`src/rtl/mmio_input_ctrl_pkg.sv`:
```
// Shared SoC address map: peripheral bases, register offsets and control bit
// positions for the memory-mapped push-button input controller.
package mmio_input_ctrl_pkg;

  localparam logic [31:0] BTN_BASE = 32'h1001_0100;

  // Byte offsets inside the 16-byte register window
  localparam logic [3:0] OFS_STATE = 4'h0;
  localparam logic [3:0] OFS_EDGE  = 4'h4;
  localparam logic [3:0] OFS_MASK  = 4'h8;
  localparam logic [3:0] OFS_CTRL  = 4'hC;

  localparam int EDGE_MODE_BIT = 0;

  function automatic logic in_window(input logic [31:0] addr, input logic [31:0] base);
    return addr[31:4] == base[31:4];
  endfunction

endpackage

```
`src/rtl/mmio_input_ctrl_if.sv`:
```
// CPU-side register bus for the input controller, with master/slave views.
interface mmio_input_ctrl_if;
  // we/re are single-cycle strobes; the slave is always ready, so there is no
  // ready signal and every strobe completes in the cycle it is presented.
  logic [31:0] addr;
  logic [31:0] wdata;
  logic        we;
  logic        re;
  logic [31:0] rdata;
  logic        sel;
  logic        irq;

  modport master (
    output addr, wdata, we, re,
    input  rdata, sel, irq
  );

  modport slave (
    input  addr, wdata, we, re,
    output rdata, sel, irq
  );
endinterface

```
`src/rtl/mmio_input_ctrl_debounce_ch.sv`:
```
// One button channel: two-flop synchroniser, stability counter and the
// accepted (debounced) level, plus a strobe for the cycle that level flips.
module debounce_ch #(
    parameter int DEBOUNCE_CYCLES = 250000
) (
    input  logic clk,
    input  logic reset,
    input  logic btn_i,
    output logic level_o,
    output logic change_o
);

    localparam int CNT_W = $clog2(DEBOUNCE_CYCLES);
    localparam logic [CNT_W-1:0] CNT_MAX = CNT_W'(DEBOUNCE_CYCLES - 1);

    logic [1:0]       sync_q;
    logic [CNT_W-1:0] cnt_q, cnt_d;
    logic             level_q, level_d;
    logic             differ;

    always_ff @(posedge clk) begin
        if (reset) begin
            sync_q  <= 2'b00;
            cnt_q   <= '0;
            level_q <= 1'b0;
        end else begin
            sync_q  <= {sync_q[0], btn_i};
            cnt_q   <= cnt_d;
            level_q <= level_d;
        end
    end

    assign differ   = sync_q[1] ^ level_q;
    assign change_o = differ && (cnt_q == CNT_MAX);

    // Any cycle back at the stable level restarts the count, so only an
    // unbroken run of DEBOUNCE_CYCLES differing samples is accepted.
    always_comb begin
        cnt_d   = cnt_q;
        level_d = level_q;
        if (!differ) begin
            cnt_d = '0;
        end else if (change_o) begin
            cnt_d   = '0;
            level_d = sync_q[1];
        end else begin
            cnt_d = cnt_q + 1'b1;
        end
    end

    assign level_o = level_q;

endmodule

```
`src/rtl/mmio_input_ctrl.sv`:
```
// Memory-mapped debounced push-button controller: STATE/EDGE/MASK/CTRL
// registers with sticky edge capture and a registered interrupt.
module mmio_input_ctrl
    import mmio_input_ctrl_pkg::*;
#(
    parameter int          N_CH            = 4,
    parameter int          DEBOUNCE_CYCLES = 250000,
    parameter logic [31:0] BASE_ADDR       = BTN_BASE
) (
    input  logic             clk,
    input  logic             reset,
    input  logic [N_CH-1:0]  btn_in,
    mmio_input_ctrl_if.slave bus
);

    logic [N_CH-1:0] level;
    logic [N_CH-1:0] change;
    logic [N_CH-1:0] edge_set;

    logic [N_CH-1:0] edge_q, edge_d;
    logic [N_CH-1:0] mask_q, mask_d;
    logic            ctrl_q, ctrl_d;
    logic            irq_q, irq_d;

    logic [3:0]      offset;
    logic            sel;
    logic            rd_edge, wr_edge, wr_mask, wr_ctrl;

    for (genvar g = 0; g < N_CH; g++) begin : g_ch
        debounce_ch #(
            .DEBOUNCE_CYCLES(DEBOUNCE_CYCLES)
        ) u_ch (
            .clk     (clk),
            .reset   (reset),
            .btn_i   (btn_in[g]),
            .level_o (level[g]),
            .change_o(change[g])
        );
    end

    assign sel    = in_window(bus.addr, BASE_ADDR);
    assign offset = bus.addr[3:0];

    assign rd_edge = sel && bus.re && (offset == OFS_EDGE);
    assign wr_edge = sel && bus.we && (offset == OFS_EDGE);
    assign wr_mask = sel && bus.we && (offset == OFS_MASK);
    assign wr_ctrl = sel && bus.we && (offset == OFS_CTRL);

    // level still holds the old value while change is high, so a press is
    // change with level low and a release is change with level high.
    assign edge_set = change & (ctrl_q ? level : ~level);

    always_ff @(posedge clk) begin
        if (reset) begin
            edge_q <= '0;
            mask_q <= '0;
            ctrl_q <= 1'b0;
            irq_q  <= 1'b0;
        end else begin
            edge_q <= edge_d;
            mask_q <= mask_d;
            ctrl_q <= ctrl_d;
            irq_q  <= irq_d;
        end
    end

    always_comb begin
        edge_d = edge_q;
        if (rd_edge) begin
            edge_d = '0;
        end
        if (wr_edge) begin
            edge_d = edge_d & ~bus.wdata[N_CH-1:0];
        end
        // New edges are ORed in last so a same-cycle clear cannot lose them.
        edge_d = edge_d | edge_set;
    end

    always_comb begin
        mask_d = mask_q;
        ctrl_d = ctrl_q;
        if (wr_mask) begin
            mask_d = bus.wdata[N_CH-1:0];
        end
        if (wr_ctrl) begin
            ctrl_d = bus.wdata[EDGE_MODE_BIT];
        end
    end

    assign irq_d = |(edge_q & mask_q);

    always_comb begin
        bus.rdata = '0;
        if (sel) begin
            case (offset)
                OFS_STATE: bus.rdata = 32'(level);
                OFS_EDGE:  bus.rdata = 32'(edge_q);
                OFS_MASK:  bus.rdata = 32'(mask_q);
                OFS_CTRL:  bus.rdata = 32'(ctrl_q) << EDGE_MODE_BIT;
                default:   bus.rdata = '0;
            endcase
        end
    end

    assign bus.sel = sel;
    assign bus.irq = irq_q;

endmodule

```
`src/flat_wrapper.sv`:
```
// flat-port wrapper written by rule: the top's interface ports become plain ports
module mmio_input_ctrl_flat import mmio_input_ctrl_pkg::*;
#(
    parameter int          N_CH            = 4,
    parameter int          DEBOUNCE_CYCLES = 250000,
    parameter logic [31:0] BASE_ADDR       = BTN_BASE
)
  (clk, reset, btn_in, bus_addr, bus_wdata, bus_we, bus_re, bus_rdata, bus_sel, bus_irq);
  mmio_input_ctrl_if bus_i ();
  input  logic clk;
  input  logic reset;
  input  logic [N_CH-1:0] btn_in;
  input wire logic [$bits(bus_i.addr)-1:0] bus_addr;
  input wire logic [$bits(bus_i.wdata)-1:0] bus_wdata;
  input wire logic [$bits(bus_i.we)-1:0] bus_we;
  input wire logic [$bits(bus_i.re)-1:0] bus_re;
  output wire logic [$bits(bus_i.rdata)-1:0] bus_rdata;
  output wire logic [$bits(bus_i.sel)-1:0] bus_sel;
  output wire logic [$bits(bus_i.irq)-1:0] bus_irq;
  assign bus_i.addr = bus_addr;
  assign bus_i.wdata = bus_wdata;
  assign bus_i.we = bus_we;
  assign bus_i.re = bus_re;
  assign bus_rdata = bus_i.rdata;
  assign bus_sel = bus_i.sel;
  assign bus_irq = bus_i.irq;
  mmio_input_ctrl #(.N_CH(N_CH), .DEBOUNCE_CYCLES(DEBOUNCE_CYCLES), .BASE_ADDR(BASE_ADDR)) u_core (.clk(clk), .reset(reset), .btn_in(btn_in), .bus(bus_i));
endmodule
```
`config.mk`:
```
export PLATFORM = sky130hd
export DESIGN_NAME = mmio_input_ctrl_flat
export DESIGN_NICKNAME = d
export VERILOG_FILES = /design/src/rtl/mmio_input_ctrl_pkg.sv /design/src/rtl/mmio_input_ctrl_if.sv /design/src/rtl/mmio_input_ctrl_debounce_ch.sv /design/src/rtl/mmio_input_ctrl.sv /design/src/flat_wrapper.sv
export SDC_FILE = /design/constraint.sdc
export NUM_CORES = 1
export LEC_CHECK = 0
export CAP_MARGIN = 20
export CORE_MARGIN = 1
export CORE_UTILIZATION = 40
export CTS_BUF_LIST = sky130_fd_sc_hd__clkbuf_2
export CTS_CLUSTER_DIAMETER = 200
export DETAILED_ROUTE_END_ITERATION = 8
export GPL_TIMING_DRIVEN = 0
export HOLD_SLACK_MARGIN = 0.02
export PLACE_DENSITY_LB_ADDON = 0.1
export SETUP_SLACK_MARGIN = 0.3
export SLEW_MARGIN = 0
export SYNTH_ARGS = -nofsm -noshare
export SYNTH_HDL_FRONTEND = slang
export SYNTH_SLANG_ARGS = --single-unit
```
`constraint.sdc`:
```
create_clock -name clk -period 2 [get_ports clk]
set_clock_uncertainty 0.15 [all_clocks]
set_input_delay 0.3 -clock clk [delete_from_list [all_inputs] [get_ports clk]]
set_output_delay 0.3 -clock clk [all_outputs]
set_load 0.02 [all_outputs]
```
==> reports/qor.txt <==
Critical path depth: 4
Number of flops mapped to enable cells by yosys: 0
Failing checks: setup timing
NumNets Final: 771
Met2 Usage GRT: 31.8%
Synth Flop Type: dfxtp_1
Gr usage total: 19.3%
PwrDens: 423 nW/um2
Die width: 110 um
Worst Slack Setup Final: -0.233 ns
Top cells by area, synth: dfxtp_1, nor2_1, xnor2_1, buf_4, xor2_1
WP data required: 1.55 ns
Worst reg2reg path depth: 5
Global-route wire length before repair: 18.2 mm
Synth area leader: dfxtp_1
Avg Inst Size Synth: 8.75 um2
Row cnt: 39
WL/cell: 13.9 um
Routed Antenna Nets: 0
Routability cong.: 0.830
DRC Markers: 0
Met1 Resource Use GR: 25.3%
Vias in the first global route: 3996
CTS H-tree depth: 3
Synth async-reset ratio: 0%
Initial DRT Pass Iterations: 5
Cells after synthesis: 533
Die Height: 110 um
Final min period: 2.23 ns
Port buffer count: 48
Worst-Skew Late Latency: 0.54 ns
Met3 global-route usage: 3.44%
CTS buffer count: 9
CTS Root Cell: clkbuf_2
Hold_ws: 0.148 ns
Final hold vios: 0
Area share of the largest cell type after synthesis: 40.4%
Total gr overflow: 0
Bufs on Longest Clock Path: 2
Worst-path fanout max: 2
Clock sink count: 94
Worst setup SP type: flip-flop
Die footprint: 12100 um2
Antenna violations before repair: 0
Period utilization: 112%
RSZ-0062 raised after global routing: true
Worst Hold Class: primary input to flip-flop
Boundary pin count: 106
Max cap viols: 0
Pin count of the biggest net entering global routing: 15
Final HPWL DP: 7.20 mm
Area Overhead vs Synth: 50.6%
CP bufs+invs: 2
Max Freq: 448 MHz
Sequential element share of the synthesized area: 40.4%
Largest stage delay on the critical path: 0.47 ns
Initial Utilization: 41.0%
Via density: 5.09
Synth Register Bits: 94
Total wire length: 11.7 mm
Status: finished with violations
Placed cell count: 751
P_leak: 2.39 nW
Worst setup path class: flip-flop to output port
Cts hold-fix bufs: 0
Pins Over Slew Limit: 0
Share of layout cells above drive strength 1: 46.1%
Top Usage Layer GRT: met2
CP Data Arrival Time: 1.78 ns
Top delay family on crit path: multiplexers
Vias: 4293
Crit. End Element: output port
Non-filler cells, final: 843
Slowest-stage cell, CP: mux4_2
Hold path depth: 2
Worst-path cell chain: buf_8 -> mux4_2 -> and3_4 -> buf_6
Antenna Cells: 0
VDD IR max: 269 uV
TritonCTS clock tree: built
Area of the core: 11400 um2
Post-Syn Area: 4660 um2
Slew @ Worst Pin: 0.667 ns
Final setup viols: 4
Detailed Route Iter0 Violations: 145
Max-Slew Margin vs Limit: 55.6%
Synth unique cells: 46
Ys Warns: 0
Clock Pin Slew Worst Setup and Hold Paths: 0.25 ns
repair_timing:
item / 4_1_cts / 5_1_grt
setup endpoints to repair: 88 / 85
setup buffers: 59 / 13
pin swaps: 56 / 33
gates resized for setup: 205 / 105
cloned: 4 / 0
registers in the layout (all words and copies together), names as in the netlist:
signal,cells
u_core.bus.irq,1
u_core.ctrl_q,1
u_core.edge_q,4
u_core.g_ch.u_ch.cnt_q,72
u_core.g_ch.u_ch.level_o,4
u_core.g_ch.u_ch.sync_q,8
u_core.mask_q,4
layer usage:
layer  routed length (um)  part of all wire, %
met2                 5520                   47
met4                  140                  1.2
met3                  678                  5.8
met5                    0                    0
met1                 5390                   46
cell usage after synthesis, types with 3 or more instances:
cell	count
a21oi_1	32
xnor2_1	30
o21ai_2	3
nor4_1	14
or4_1	11
nor4b_1	8
xor2_1	23
and2_1	4
inv_1	11
and4_1	7
nand3_1	27
a41oi_1	4
or4_4	4
buf_4	30
nor2b_1	10
nand4_1	20
o21ai_0	13
nor2_1	72
ha_1	4
or3_1	13
a21o_1	8
nand2_1	28
clkbuf_1	8
and3_1	6
mux2i_1	3
dfxtp_1	94
o31ai_1	15
nor3_1	6
logic make-up after synthesis:
group	synth area share, %
simple gates	29.7
flops	40.4
compound gates	10.5
buf+inv	7.14
xor+xnor	9.96
fa+ha+maj	1.07
mux	1.13
other cells	0.0804
power by group:
part / total (mW) / switching [mW] / internal (mW)
Clock: 0.790 / 0.638 / 0.153
Sequential: 1.87 / 0.00635 / 1.87
Combinational: 0.303 / 0.154 / 0.149
area by class of cell:
class / instances / area [um2]
multi-input cells: 412 / 3300
clock inverters: 6 / 28.8
plain buffers: 43 / 348
clock buffers: 10 / 50.0
fillers: 1004 / 4350
inverters: 11 / 41.3
repair buffers: 124 / 1090
well taps: 143 / 179
flip-flops and latches: 94 / 1990
stage by stage:
stage / TNS [ns] / setup slack, ns / instance area, um2 / power, mW / utilization, %
6_report: -0.332 / -0.233 / 7020 / 2.97 / 61.8
5_1_grt: -0.602 / -0.307 / 7020 / 3.10 / 61.8
4_1_cts: -0.477 / -0.320 / 6590 / 2.99 / 57.9
3_5_place_dp: -10.15 / -1.02 / 5640 / 2.18 / 49.6
3_3_place_gp: -8.61 / -0.950 / 5640 / 2.18 / 49.6
2_1_floorplan: 0 / 0.0926 / 4980 / 2.07 / -
path summary, 6_finish.rpt:
check / startpoint / to / slack [ns]
setup / recovery: u_core.ctrl_q / bus_rdata[0] / -0.23
hold / removal: btn_in[2] / u_core.g_ch[2].u_ch.sync_q[0] / 0.15
setup reg to reg: u_core.g_ch[0].u_ch.cnt_q[17] / u_core.g_ch[0].u_ch.cnt_q[1] / 0.06
hold reg to reg: u_core.g_ch[0].u_ch.sync_q[0] / u_core.g_ch[0].u_ch.sync_q[1] / 0.29
cells in the final DEF (no fill, tap or decap), types with 16 or more instances in the layout:
master / n
a21oi_2: 23
buf_4: 85
buf_6: 31
conb_1: 28
dfxtp_1: 41
dfxtp_2: 37
dfxtp_4: 16
nand2_1: 25
nand3_1: 19
nand4_1: 20
nor2_1: 25
nor2_2: 16
nor2_4: 31
xnor2_1: 28
xor2_1: 23
Power figures use the tool's default switching activity.
